$ cat config.mk
export PLATFORM = sky130hd
export DESIGN_NAME = player_move_ctrl_flat
export DESIGN_NICKNAME = d
export VERILOG_FILES = /design/src/rtl/player_move_ctrl_pkg.sv /design/src/rtl/player_move_ctrl_if.sv /design/src/rtl/player_move_ctrl_tile_classify.sv /design/src/rtl/player_move_ctrl.sv /design/src/flat_wrapper.sv
export SDC_FILE = /design/constraint.sdc
export NUM_CORES = 1
export LEC_CHECK = 0
export ABC_AREA = 1
export BUFFER_PORTS_ARGS = -buffer_cell sky130_fd_sc_hd__buf_2
export CORE_ASPECT_RATIO = 0.5
export CORE_MARGIN = 2
export CORE_UTILIZATION = 50
export CTS_CLUSTER_SIZE = 16
export DETAILED_ROUTE_END_ITERATION = 10
export PLACE_DENSITY = 0.69
export SETUP_SLACK_MARGIN = 0.1
export SYNTH_ARGS = -nofsm -noshare
export SYNTH_HDL_FRONTEND = slang
export SYNTH_SLANG_ARGS = --single-unit
export TNS_END_PERCENT = 1
$ cat constraint.sdc
create_clock -name clk -period 12.2 [get_ports clk]
set_input_delay 1.22 -clock clk [delete_from_list [all_inputs] [get_ports clk]]
set_output_delay 1.22 -clock clk [all_outputs]
set_load 0.01 [all_outputs]
$ cat src/rtl/player_move_ctrl_pkg.sv
// Shared game/resource constants and type encodings for the player movement controller.
package player_move_ctrl_pkg;

    // Game geometry
    localparam int unsigned MAP_WIDTH  = 13;
    localparam int unsigned MAP_HEIGHT = 13;
    localparam int unsigned NUM_MAPS   = 10;
    localparam int unsigned START_X    = 6;
    localparam int unsigned START_Y    = 11;

    // Resource tile ids
    localparam logic [15:0] TILE_WALL = 16'd1;
    localparam logic [15:0] TILE_UP   = 16'd2;
    localparam logic [15:0] TILE_DOWN = 16'd3;

    typedef enum logic [2:0] {
        StIdle,
        StCheck,
        StWait,
        StDecide,
        StDone
    } state_e;

    typedef enum logic [1:0] {
        ResMoved     = 2'd0,
        ResBlocked   = 2'd1,
        ResFloorUp   = 2'd2,
        ResFloorDown = 2'd3
    } result_e;

    typedef enum logic [1:0] {
        DirUp    = 2'd0,
        DirDown  = 2'd1,
        DirLeft  = 2'd2,
        DirRight = 2'd3
    } dir_e;

    typedef enum logic [1:0] {
        TileFloor,
        TileWall,
        TileUp,
        TileDown
    } tile_class_e;

endpackage

$ cat src/rtl/player_move_ctrl_if.sv
// Move request/result handshake, map BRAM read port and player state outputs.
interface player_move_ctrl_if;
    logic        move_valid;
    logic [1:0]  move_dir;
    logic        move_ready;
    logic [18:0] bRAM_map_addr;
    logic [15:0] bRAM_map_data;
    logic [3:0]  player_x;
    logic [3:0]  player_y;
    logic [18:0] map_id;
    logic        move_done;
    logic [1:0]  move_result;

    // Requester and BRAM side
    modport master (
        output move_valid, move_dir, bRAM_map_data,
        input  move_ready, bRAM_map_addr, player_x, player_y, map_id, move_done, move_result
    );

    // Controller side
    modport slave (
        input  move_valid, move_dir, bRAM_map_data,
        output move_ready, bRAM_map_addr, player_x, player_y, map_id, move_done, move_result
    );
endinterface

$ cat src/rtl/player_move_ctrl_tile_classify.sv
// Combinational tile classifier: maps a 16-bit tile id onto floor/wall/stair classes.
module player_move_ctrl_tile_classify
    import player_move_ctrl_pkg::*;
(
    input  logic [15:0] tile,
    output tile_class_e tile_class
);

    always_comb begin
        tile_class = TileFloor;
        case (tile)
            TILE_WALL: tile_class = TileWall;
            TILE_UP:   tile_class = TileUp;
            TILE_DOWN: tile_class = TileDown;
            default:   tile_class = TileFloor;
        endcase
    end

endmodule

$ cat src/rtl/player_move_ctrl.sv
// Player movement controller: accepts one direction command at a time, looks up the target
// tile in the map BRAM and commits a step, a block or a floor change.
module player_move_ctrl
    import player_move_ctrl_pkg::*;
#(
    parameter int unsigned RD_LAT = 2
) (
    input logic               clk,
    input logic               rstn,
    player_move_ctrl_if.slave bus
);

    localparam int unsigned CntW = $clog2(RD_LAT + 1);

    state_e          state_q, state_d;
    dir_e            dir_q, dir_d;
    logic [3:0]      tx_q, tx_d, ty_q, ty_d;
    logic [CntW-1:0] cnt_q, cnt_d;
    logic [15:0]     tile_q, tile_d;
    result_e         result_q, result_d;
    logic [18:0]     addr_q, addr_d;
    logic [3:0]      px_q, px_d, py_q, py_d;
    logic [18:0]     map_q, map_d;

    logic            oob;
    logic [18:0]     addr_calc;
    tile_class_e     tile_class;

    player_move_ctrl_tile_classify u_tile_classify (
        .tile       (tile_q),
        .tile_class (tile_class)
    );

    // Edge checks use the current position, so the wrapped target is never looked at.
    assign oob = (dir_q == DirLeft  && px_q == 4'd0) ||
                 (dir_q == DirUp    && py_q == 4'd0) ||
                 (dir_q == DirRight && px_q == 4'(MAP_WIDTH - 1)) ||
                 (dir_q == DirDown  && py_q == 4'(MAP_HEIGHT - 1));

    assign addr_calc = map_q * 19'(MAP_WIDTH * MAP_HEIGHT) + 19'(ty_q) * 19'(MAP_WIDTH)
                     + 19'(tx_q);

    always_comb begin
        state_d  = state_q;
        dir_d    = dir_q;
        tx_d     = tx_q;
        ty_d     = ty_q;
        cnt_d    = cnt_q;
        tile_d   = tile_q;
        result_d = result_q;
        addr_d   = addr_q;
        px_d     = px_q;
        py_d     = py_q;
        map_d    = map_q;

        case (state_q)
            StIdle: begin
                if (bus.move_valid) begin
                    dir_d = dir_e'(bus.move_dir);
                    tx_d  = px_q;
                    ty_d  = py_q;
                    unique case (dir_e'(bus.move_dir))
                        DirUp:    ty_d = py_q - 4'd1;
                        DirDown:  ty_d = py_q + 4'd1;
                        DirLeft:  tx_d = px_q - 4'd1;
                        DirRight: tx_d = px_q + 4'd1;
                    endcase
                    state_d = StCheck;
                end
            end
            StCheck: begin
                if (oob) begin
                    result_d = ResBlocked;
                    state_d  = StDone;
                end else begin
                    addr_d  = addr_calc;
                    cnt_d   = '0;
                    state_d = StWait;
                end
            end
            StWait: begin
                if (cnt_q == CntW'(RD_LAT)) begin
                    tile_d  = bus.bRAM_map_data;
                    state_d = StDecide;
                end else begin
                    cnt_d = cnt_q + 1'b1;
                end
            end
            StDecide: begin
                unique case (tile_class)
                    TileWall: result_d = ResBlocked;
                    TileUp: begin
                        if (map_q < 19'(NUM_MAPS - 1)) begin
                            map_d    = map_q + 19'd1;
                            result_d = ResFloorUp;
                        end else begin
                            result_d = ResBlocked;
                        end
                    end
                    TileDown: begin
                        if (map_q != 19'd0) begin
                            map_d    = map_q - 19'd1;
                            result_d = ResFloorDown;
                        end else begin
                            result_d = ResBlocked;
                        end
                    end
                    TileFloor: begin
                        px_d     = tx_q;
                        py_d     = ty_q;
                        result_d = ResMoved;
                    end
                endcase
                state_d = StDone;
            end
            StDone:  state_d = StIdle;
            default: state_d = StIdle;
        endcase
    end

    always_ff @(posedge clk or negedge rstn) begin
        if (!rstn) begin
            state_q  <= StIdle;
            dir_q    <= DirUp;
            tx_q     <= '0;
            ty_q     <= '0;
            cnt_q    <= '0;
            tile_q   <= '0;
            result_q <= ResMoved;
            addr_q   <= '0;
            px_q     <= 4'(START_X);
            py_q     <= 4'(START_Y);
            map_q    <= '0;
        end else begin
            state_q  <= state_d;
            dir_q    <= dir_d;
            tx_q     <= tx_d;
            ty_q     <= ty_d;
            cnt_q    <= cnt_d;
            tile_q   <= tile_d;
            result_q <= result_d;
            addr_q   <= addr_d;
            px_q     <= px_d;
            py_q     <= py_d;
            map_q    <= map_d;
        end
    end

    assign bus.move_ready    = (state_q == StIdle);
    assign bus.move_done     = (state_q == StDone);
    assign bus.move_result   = result_q;
    assign bus.bRAM_map_addr = addr_q;
    assign bus.player_x      = px_q;
    assign bus.player_y      = py_q;
    assign bus.map_id        = map_q;

endmodule

$ cat src/flat_wrapper.sv
// flat-port wrapper written by rule: the top's interface ports become plain ports
module player_move_ctrl_flat import player_move_ctrl_pkg::*;
#(
    parameter int unsigned RD_LAT = 2
)
  (clk, rstn, bus_move_valid, bus_move_dir, bus_bRAM_map_data, bus_move_ready, bus_bRAM_map_addr, bus_player_x, bus_player_y, bus_map_id, bus_move_done, bus_move_result);
  player_move_ctrl_if bus_i ();
  input logic clk;
  input logic rstn;
  input wire logic [$bits(bus_i.move_valid)-1:0] bus_move_valid;
  input wire logic [$bits(bus_i.move_dir)-1:0] bus_move_dir;
  input wire logic [$bits(bus_i.bRAM_map_data)-1:0] bus_bRAM_map_data;
  output wire logic [$bits(bus_i.move_ready)-1:0] bus_move_ready;
  output wire logic [$bits(bus_i.bRAM_map_addr)-1:0] bus_bRAM_map_addr;
  output wire logic [$bits(bus_i.player_x)-1:0] bus_player_x;
  output wire logic [$bits(bus_i.player_y)-1:0] bus_player_y;
  output wire logic [$bits(bus_i.map_id)-1:0] bus_map_id;
  output wire logic [$bits(bus_i.move_done)-1:0] bus_move_done;
  output wire logic [$bits(bus_i.move_result)-1:0] bus_move_result;
  assign bus_i.move_valid = bus_move_valid;
  assign bus_i.move_dir = bus_move_dir;
  assign bus_i.bRAM_map_data = bus_bRAM_map_data;
  assign bus_move_ready = bus_i.move_ready;
  assign bus_bRAM_map_addr = bus_i.bRAM_map_addr;
  assign bus_player_x = bus_i.player_x;
  assign bus_player_y = bus_i.player_y;
  assign bus_map_id = bus_i.map_id;
  assign bus_move_done = bus_i.move_done;
  assign bus_move_result = bus_i.move_result;
  player_move_ctrl #(.RD_LAT(RD_LAT)) u_core (.clk(clk), .rstn(rstn), .bus(bus_i));
endmodule
* After elaboration in Yosys (flattened, before gate mapping)
Index checks and enable logic that the tools add are counted.
** Cells by class
- Equality and inequality tests :: 26
- Muxes and demuxes :: 18
- Multiply operators :: 2
- Reductions and logical operators :: 25
- Bitwise gates (word level) :: 1
- Order comparisons :: 1
- Add/subtract/negate cells :: 9
** Operator list (count)
- 19-bit 2-to-1 mux :: 2
- 19-bit one-hot mux with 2 select lines :: 1
- 16-bit by 2-bit equality test with 1-bit output (second input constant) :: 2
- 19-bit by 1-bit adder with 19-bit output (second input constant) :: 1
- 19-bit by 4-bit adder with 19-bit output :: 1
- 19-bit by 8-bit adder with 19-bit output :: 1
- 19-bit by 4-bit < comparator with 1-bit output (second input constant) :: 1
- 19-bit by 8-bit multiplier with 19-bit output (second input constant) :: 1
- 19-bit nonzero test :: 1
- 19-bit by 1-bit subtractor with 19-bit output (second input constant) :: 1
- 16-bit by 1-bit equality test with 1-bit output (second input constant) :: 1
- 4-bit one-hot mux with 2 select lines :: 2
- 2-bit equality test (second input constant) :: 7
- 3-bit one-hot mux with 4 select lines :: 1
- 2-bit AND reduction :: 6
- 2-bit 2-to-1 mux :: 5
- 3-bit 2-to-1 mux :: 3
- 4-bit by 1-bit adder with 4-bit output (second input constant) :: 2
- 4-bit equality test (second input constant) :: 2
- 4-bit zero test :: 2
- 4-bit by 4-bit multiplier with 8-bit output (second input constant) :: 1
- 2-bit by 1-bit inequality test with 1-bit output (second input constant) :: 4
- 2-bit one-hot mux with 2 select lines :: 2
- 2-bit one-hot mux with 4 select lines :: 1
- 16 further kinds :: 31
** Storage, ports and cells
- Input bits :: 21
- Output and inout bits :: 50
- Word-level logic and storage cells :: 93
- Flip-flop bits (word level) :: 79

* Depth between registers and ports, before layout
Gate-level depths: netlist of run 1.
- Depth in word-level cells :: 7
- Mapped depth :: 21
- Gate-level depth less buffers :: 21

* Cells and area by module
From an unflattened synthesis of run 1, not the netlist that was laid out.
** Unflattened totals
- Cell total of the unflattened synthesis :: 913
- Area, all modules :: 7297.0 um2
** Modules (own cells, without submodules)
- player_move_ctrl :: sequential area each 1983.2 um2, times used 1, cells an instance 897, area an instance 7234.4 um2
- player_move_ctrl_tile_classify :: sequential area each 0.0 um2, times used 1, cells an instance 16, area an instance 62.6 um2

* Worst setup path after synthesis of run 1
OpenSTA, ideal clock, no wires.
- Path kind :: reg-to-reg
- Start :: register u_core.ty_q[2]
- End :: register u_core.addr_q[16] (netlist: u_core.bus.bRAM_map_addr[16])
- Clock period less this slack :: 3.832 ns
- Path slack :: 8.368 ns
- Arrival :: 3.715 ns
- Data required time :: 12.083 ns
- Library setup time :: 0.117 ns
- Path buffers :: 0
- Cell stages (with the launch flop) :: 21
- Path through :: dfrtp_1 > inv_1 > ha_1 > inv_1 > ha_1 > fa_1 > fa_1 > inv_1 > fa_1 > inv_1 > ha_1 > a21oi_1 > nand2_1 > nand2_1 > nand2_1 > nand2_1 > nand2_1 > nand2_1 > nand3_1 > nand3_1 > nand2_1
** Between the ends
- Word-level cells in the longest chain between the ends :: 3
** RTL lines
- from (decl) :: RTL line player_move_ctrl.sv:17 : logic [3:0] tx_q, tx_d, ty_q, ty_d;
- from (signal assigned) :: RTL line player_move_ctrl.sv:138 : ty_q <= ty_d;
- 4-bit by 4-bit multiplier with 8-bit output :: RTL line player_move_ctrl.sv:40 : assign addr_calc = map_q * 19'(MAP_WIDTH * MAP_HEIGHT) + 19'(ty_q) * 19'(MAP_WIDTH)
- 19-bit by 8-bit adder with 19-bit output :: RTL line player_move_ctrl.sv:40
- 19-bit by 4-bit adder with 19-bit output :: RTL line player_move_ctrl.sv:41 : + 19'(tx_q);
- to (signal assigned) :: RTL line player_move_ctrl.sv:142 : addr_q <= addr_d;
- to (decl) :: RTL line player_move_ctrl.sv:21 : logic [18:0] addr_q, addr_d;
No other way between the ends.
A chain may end at the register's enable or synchronous reset.

* Worst setup path in the final report of run 1
- Start :: register u_core.ty_q[2]
- End :: register u_core.addr_q[18] (netlist: u_core.bus.bRAM_map_addr[18])
The elaborated chain is that of the path after synthesis.

==> out/qor_table.md, run 1 <==
| Item | This run | Unit |
| --- | --- | --- |
| Status | completed | - |
| Number of register bits inferred by synthesis | 79 | - |
| Setup Buffers After CTS | 0 | - |
| Share of synthesized area occupied by flip-flops and latches | 26.6 | % |
| Site row count | 31 | - |
| Total nets after synthesis | 1,099 | - |
| Period Utilization, post-route | 34.5 | % |
| Clock insertion delay at the later pin of the skew report | 0.34 | ns |
| Overall die width | 177 | µm |
| Total count of max-transition violations in the final report | 0 | - |
| Starting DRC count in detailed routing | 280 | - |
| Unique masters post-synth | 46 | - |
| Initial antenna violation count | 0 | - |
| Met3 demand-to-capacity share in global routing | 4.08 | % |
| Num CTS Buffers | 9 | - |
| Finished Cell Area | 8320 | µm² |
| Via count | 6,173 | - |
| Worst EP arrival | 4.43 | ns |
| Sequential fraction of design power | 32.2 | % |
| Max Clock Freq | 238 | MHz |
| Die footprint | 15,900 | µm² |
| Most frequent cells in the layout | sky130_fd_sc_hd__nand2_1, sky130_fd_sc_hd__inv_1, sky130_fd_sc_hd__ha_1 | - |
| Post-route ant nets | 0 | - |
| Routed Wire Length | 16,900 | µm |
| Global-route met2 utilization | 35.7 | % |
| First-pass GRT wire length | 28,800 | µm |
| Post-cts hold buffer count | 0 | - |
| Fraction of layout cells with a size suffix above 1 | 15.3 | % |
| Kind of critical path | reg2reg | - |
| Post-CTS resize count | 0 | - |
| Die height | 90.3 | µm |
| CTS root buf | sky130_fd_sc_hd__clkbuf_16 | - |
| Clock transition at path regs | 0.07 | ns |
| Total net switching power | 0.516 | mW |
| Remaining Overflow, GRT | 0 | - |
| Ant. Diodes | 0 | - |
| Int Power | 0.753 | mW |
| Combinational cell fraction of total power | 44.2 | % |
| Headroom to the max-slew limit | 36.6 | % |
| Slowest Stage Delay on Critical Path | 0.52 | ns |
| Switching fraction of total power | 40.6 | % |
| Standby leakage power | 4.86 | nW |
| Pin slew with the least headroom to its limit | 0.951 | ns |
| # port buffers | 70 | - |
| Critical Path Sink Type | register | - |
| Tightest hold margin | 0.475 | ns |
| Synth warnings | 0 | - |
| Peak supply drop | 80.0 | µV |
| Clock Sinks | 79 | - |
| Post-synth EDFFs | 0 | - |
| Count of non-filler cells in the finished layout | 1,209 | - |
| Mapped cell area | 7440 | µm² |
| Final HPWL from detailed placement | 13,500 | µm |
| Post-route DRC violation count | 0 | - |
| Layout Nets | 1,171 | - |
| Final weighted congestion in routability-driven placement | 0.880 | - |
| Number of buffers on the longest clock path | 2 | - |
| Most Crowded Layer GR | met2 | - |
| Layout Area Growth over Synthesis | 11.8 | % |
| Peak fanout along the critical path | 5 | - |
| Average wire per cell in the routed design | 14.0 | µm |
| Post-Syn Instances | 934 | - |
| Cell count after placement | 1,193 | - |
| Max Clock Skew | 0.00693 | ns |
| Cell breakdown of the critical path | inv_1, ha_1, inv_1, ha_1, fa_1, fa_1, inv_1, fa_1, inv_1, ha_1, a21oi_1, nand2_1, nand2_1, nand2_1, a21oi_1, nand3_1, nand3_1, nand2_1 | - |
| Core ar. | 14,500 | µm² |
| CTS tree | built | - |
| Share of flip-flops with an asynchronous set or reset | 100 | % |
| Hold violation count in the final report | 0 | - |
| Min-delay worst type | reg2reg | - |
| Number of vias per cell after detailed routing | 5.11 | - |
| Count of maximum capacitance violations | 0 | - |
| Number of global-route vias before repair | 6,052 | - |
| Crit start category | register | - |
| Post-layout min period | 4.21 | ns |
| H-tree depth reported by CTS | 3 | - |
| Accumulated negative setup slack | 0 | ns |
| Starting Density | 51.3 | % |
| Largest net degree at the start of global routing | 73 | - |
| Slowest library cell on the worst path | sky130_fd_sc_hd__fa_1 | - |
| Share of the core filled with cells | 57.4 | % |
| Setup repair after global routing missed its margin | no | - |
| Primary flip-flop cell chosen by synthesis mapping | sky130_fd_sc_hd__dfrtp_1 | - |
| # IOs | 71 | - |
| Final setup viols | 0 | - |
| Power per cell area | 152 | nW/µm² |
| Commonest non-fill, non-tap cell in the layout | sky130_fd_sc_hd__nand2_1 | - |
| Synthesized area divided by synthesized cell count | 7.97 | µm² |
| Detailed Routing Iterations Pass 1 | 5 | - |
| Clock Power Share | 23.6 | % |
| GR Util All Layers | 22.4 | % |
| Data required time of the worst path | 12.43 | ns |
| Routing usage on met1 | 32.0 | % |
| Instance area at placement | 8000 | µm² |
[registers in the layout (all words and copies together), names as in the netlist]
signal and count:
u_core.bus.map_id 19, u_core.bus.player_y 4, u_core.tx_q 4, u_core.ty_q 4, u_core.dir_q 2, u_core.bus.bRAM_map_addr 19
u_core.cnt_q 2, u_core.tile_q 16, u_core.bus.player_x 4, u_core.state_q 3, u_core.bus.move_result 2
[cell type report]
| class | count | area (µm²) |
|---|---|---|
| Inverter | 156 | 586 |
| Sequential cell | 79 | 1980 |
| Timing Repair Buffer | 72 | 368 |
| Tap cell | 198 | 248 |
| Fill cell | 1382 | 6180 |
| Clock inverter | 7 | 104 |
| Clock buffer | 9 | 225 |
| Multi-Input combinational cell | 688 | 4810 |
[cells by family after synthesis]
group	synth area share [%]
AOI/OAI and AO/OA	8.71
xor gates and xnor gates	2.71
adders and majority gates	27.9
buffers and inverters	8.74
DFF	26.6
muxes	1.82
and+or+nand+nor	23.5
[cells in the mapped netlist, drive strengths merged (11+ instances only)]
library cell	count	share of area, %
nand3	49	3.7
dfrtp	74	25
inv	154	7.8
nor2	65	3.8
a21oi	48	3.5
xor2	12	1.4
mux2	12	1.8
o21ai	60	4.4
fa	37	9.9
ha	107	18
nand2	247	13
xnor2	11	1.3
[critical path: cells and delay by family, from the launching register on]
| kind | cells | cell delay [ns] |
|---|---|---|
| adder cells (fa/ha/maj) | 6 | 2.46 |
| AND/OR/NAND/NOR | 6 | 0.60 |
| flip-flops | 1 | 0.41 |
| AO/OA/AOI/OAI | 2 | 0.37 |
| buffers and inverters | 4 | 0.23 |
[worst paths after layout]
check | from | endpoint | slack [ns] | cells past startpoint
hold reg to reg | u_core.bus.bRAM_map_addr[1] | u_core.bus.bRAM_map_addr[1] | 0.47 | 2
setup reg to reg | u_core.ty_q[2] | u_core.bus.bRAM_map_addr[18] | 7.99 | 18
max in group asynchronous | rstn | u_core.bus.bRAM_map_addr[18] | 10.35 | 2
setup / recovery | u_core.ty_q[2] | u_core.bus.bRAM_map_addr[18] | 7.99 | 18
hold / removal | u_core.bus.bRAM_map_addr[1] | u_core.bus.bRAM_map_addr[1] | 0.47 | 2
min in group asynchronous | rstn | u_core.bus.map_id[10] | 0.69 | 1
[per-stage QoR]
stage               total power [mW]  worst slack, ns
CTS                             1.29             8.01
floorplan                      0.824             8.37
detailed placement             0.976             8.04
finish                          1.27             7.99
global placement               0.950             8.16
global route                    1.39             7.76
[power by group through the flow]
| stage | combinational, mW | sequential [mW] | clock [mW] |
|---|---|---|---|
| after floorplan | 0.415 | 0.409 | 0 |
| after global placement | 0.542 | 0.408 | 0 |
| after detailed placement | 0.564 | 0.412 | 0 |
| after CTS | 0.570 | 0.409 | 0.306 |
| after global routing | 0.654 | 0.419 | 0.316 |
| final | 0.561 | 0.408 | 0.300 |
[per-layer routing]
metal	wire length, µm	vias up
li1	-	3135
met2	7590	95
met4	185	0
met5	0	-
met1	8570	2928
met3	578	15
Power figures use the tool's default switching activity.
==> run 2: changes to the inputs <==
==> constraint.sdc (replaced) <==
create_clock -name clk -period 4.3 [get_ports clk]
set_input_delay 0.43 -clock clk [delete_from_list [all_inputs] [get_ports clk]]
set_output_delay 0.43 -clock clk [all_outputs]
set_load 0.01 [all_outputs]
==> out/qor_table.md, run 2 (synthesis gave the netlist of run 1 again) <==
| Item | This run | Unit | Delta |
| --- | --- | --- | --- |
| Die height | 90.3 | µm | unchanged |
| Fraction of layout cells with a size suffix above 1 | 16.9 | % | was 15.3% |
| Peak supply drop | 294 | µV | was 80.0 µV |
| Overall die width | 177 | µm | unchanged |
| Accumulated negative setup slack | 0 | ns | unchanged |
| Post-route DRC violation count | 0 | - | unchanged |
| Period Utilization, post-route | 93.6 | % | was 34.5% |
| Core ar. | 14,500 | µm² | unchanged |
| Peak fanout along the critical path | 5 | - | unchanged |
| Power per cell area | 432 | nW/µm² | was 152 nW/µm² |
| Remaining Overflow, GRT | 0 | - | unchanged |
| Post-layout total power | 3.64 | mW | was 1.27 mW |
| Count of non-filler cells in the finished layout | 1,220 | - | was 1,209 |
| Cell count after placement | 1,203 | - | was 1,193 |
| Pin slew with the least headroom to its limit | 1.04 | ns | was 0.951 ns |
| Clock Sinks | 79 | - | unchanged |
| Headroom to the max-slew limit | 30.8 | % | was 36.6% |
| H-tree depth reported by CTS | 3 | - | unchanged |
| First-pass GRT wire length | 28,900 | µm | was 28,800 µm |
| Most frequent cells in the layout | sky130_fd_sc_hd__nand2_1, sky130_fd_sc_hd__inv_1, sky130_fd_sc_hd__ha_1 | - | unchanged |
| GR Util All Layers | 22.4 | % | about the same |
| Max Clock Skew | 0.0100 | ns | was 0.00693 ns |
| Die footprint | 15,900 | µm² | unchanged |
| Detailed Routing Iterations Pass 1 | 5 | - | unchanged |
| Initial antenna violation count | 0 | - | unchanged |
| Setup repair after global routing missed its margin | yes | - | was no |
| Starting Density | 51.3 | % | unchanged |
| Post-cts hold buffer count | 0 | - | unchanged |
| Final HPWL from detailed placement | 13,600 | µm | was 13,500 µm |
| Number of vias per cell after detailed routing | 5.19 | - | was 5.11 |
| CTS tree | built | - | unchanged |
| # IOs | 71 | - | unchanged |
| Number of global-route vias before repair | 6,112 | - | was 6,052 |
| Clock transition at path regs | 0.07 | ns | about the same |
| Starting DRC count in detailed routing | 358 | - | was 280 |
| Total count of max-transition violations in the final report | 0 | - | unchanged |
| # port buffers | 70 | - | unchanged |
| Post-route ant nets | 0 | - | unchanged |
| Post-layout min period | 4.03 | ns | was 4.21 ns |
| Number of buffers on the longest clock path | 2 | - | unchanged |
| Status | completed | - | unchanged |
| Num CTS Buffers | 9 | - | unchanged |
| Via count | 6,327 | - | was 6,173 |
| Ant. Diodes | 0 | - | unchanged |
| Kind of critical path | reg2reg | - | unchanged |
| Critical Path Sink Type | register | - | unchanged |
| Clock insertion delay at the later pin of the skew report | 0.35 | ns | was 0.34 ns |
| Routed Wire Length | 17,100 | µm | was 16,900 µm |
| Layout Area Growth over Synthesis | 13.1 | % | was 11.8% |
| Average wire per cell in the routed design | 14.0 | µm | about the same |
| Max Clock Freq | 248 | MHz | was 238 MHz |
| Min-delay worst type | in2async | - | was reg2reg |
| Commonest non-fill, non-tap cell in the layout | sky130_fd_sc_hd__nand2_1 | - | unchanged |
| Worst EP arrival | 4.26 | ns | was 4.43 ns |
| Site row count | 31 | - | unchanged |
| Standby leakage power | 4.91 | nW | was 4.86 nW |
| Cell depth of the worst flop-to-flop path | 14 | - | was 18 |
| Layout Nets | 1,182 | - | was 1,171 |
| Crit start category | register | - | unchanged |
| Count of maximum capacitance violations | 0 | - | unchanged |
| Data required time of the worst path | 4.54 | ns | was 12.43 ns |
| Hold violation count in the final report | 0 | - | unchanged |
| CTS root buf | sky130_fd_sc_hd__clkbuf_16 | - | unchanged |
| Final setup viols | 0 | - | unchanged |
| Final weighted congestion in routability-driven placement | 0.910 | - | was 0.880 |
| Largest net degree at the start of global routing | 80 | - | was 73 |
run 2: cell count changes in the layout (fill, tap and decap cells not counted), sizes merged:
cell | previous run | this run
clkinv | 2 | 4
buf | 72 | 83
bufinv | 2 | 1
clkinvlp | 2 | 1
run 2: path summary, 6_finish.rpt:
kind	start	endpoint	slack, ns
min in group clk	bus_bRAM_map_data[14]	u_core.tile_q[14]	0.31
max reg2reg	u_core.bus.map_id[5]	u_core.bus.bRAM_map_addr[13]	0.27
min	rstn	u_core.bus.map_id[10]	0.20
max	u_core.bus.map_id[5]	u_core.bus.bRAM_map_addr[13]	0.27
min reg2reg	u_core.bus.bRAM_map_addr[0]	u_core.bus.bRAM_map_addr[0]	0.47
max in group asynchronous	rstn	u_core.ty_q[1]	3.31
run 2: metrics by stage:
step	hold WS [ns]	utilization (%)	cell area [µm²]	worst slack, ns
6_report	0.205	58.0	8420	0.274
5_1_grt	0.315	58.0	8420	0.0756
4_1_cts	0.302	57.7	8380	0.189
3_5_place_dp	0.463	55.6	8070	0.180
3_3_place_gp	0.458	55.6	8070	0.278
2_1_floorplan	0.134	-	7440	0.468
run 2: metal layers:
| layer | global-route usage (%) | vias up | wire [µm] |
|---|---|---|---|
| met3 | 3.62 | 21 | 724 |
| met4 | 5.23 | 0 | 249 |
| met2 | 35.1 | 141 | 7550 |
| li1 | - | 3154 | - |
| met1 | 32.5 | 3011 | 8600 |
| met5 | 0 | - | 0 |
run 2: power by group:
part,switching [mW],internal [mW],total [mW],leakage (nW)
logic,0.961,0.715,1.68,3.75
clock network,0.341,0.458,0.799,0.148
registers,0.184,0.977,1.16,1.01
run 2: what timing repair did:
| item | 4_1_cts | 5_1_grt |
|---|---|---|
| resized for setup | 0 | 7 |
| endpoints found under the setup margin | 0 | 9 |
| setup buffers | 0 | 1 |
run 2: worst max-delay path: stages (launching register included):
cell	delay (ns)
sky130_fd_sc_hd__dfrtp_1	0.49
sky130_fd_sc_hd__ha_1	0.35
sky130_fd_sc_hd__ha_1	0.30
sky130_fd_sc_hd__ha_1	0.27
sky130_fd_sc_hd__inv_1	0.05
sky130_fd_sc_hd__fa_1	0.53
sky130_fd_sc_hd__inv_1	0.05
sky130_fd_sc_hd__fa_1	0.47
sky130_fd_sc_hd__ha_1	0.36
sky130_fd_sc_hd__a21oi_1	0.25
sky130_fd_sc_hd__o21ai_0	0.19
sky130_fd_sc_hd__nand3b_1	0.21
sky130_fd_sc_hd__or2_2	0.28
sky130_fd_sc_hd__nand3_1	0.07
sky130_fd_sc_hd__nand2_1	0.06
run 2: cell type report:
type | instances | area, µm²
repair buffers | 83 | 450
inverters | 156 | 586
multi-input cells | 688 | 4840
well taps | 198 | 248
clock buffers | 9 | 225
fillers | 1325 | 6090
clock inverters | 7 | 80.1
flip-flops and latches | 79 | 1990
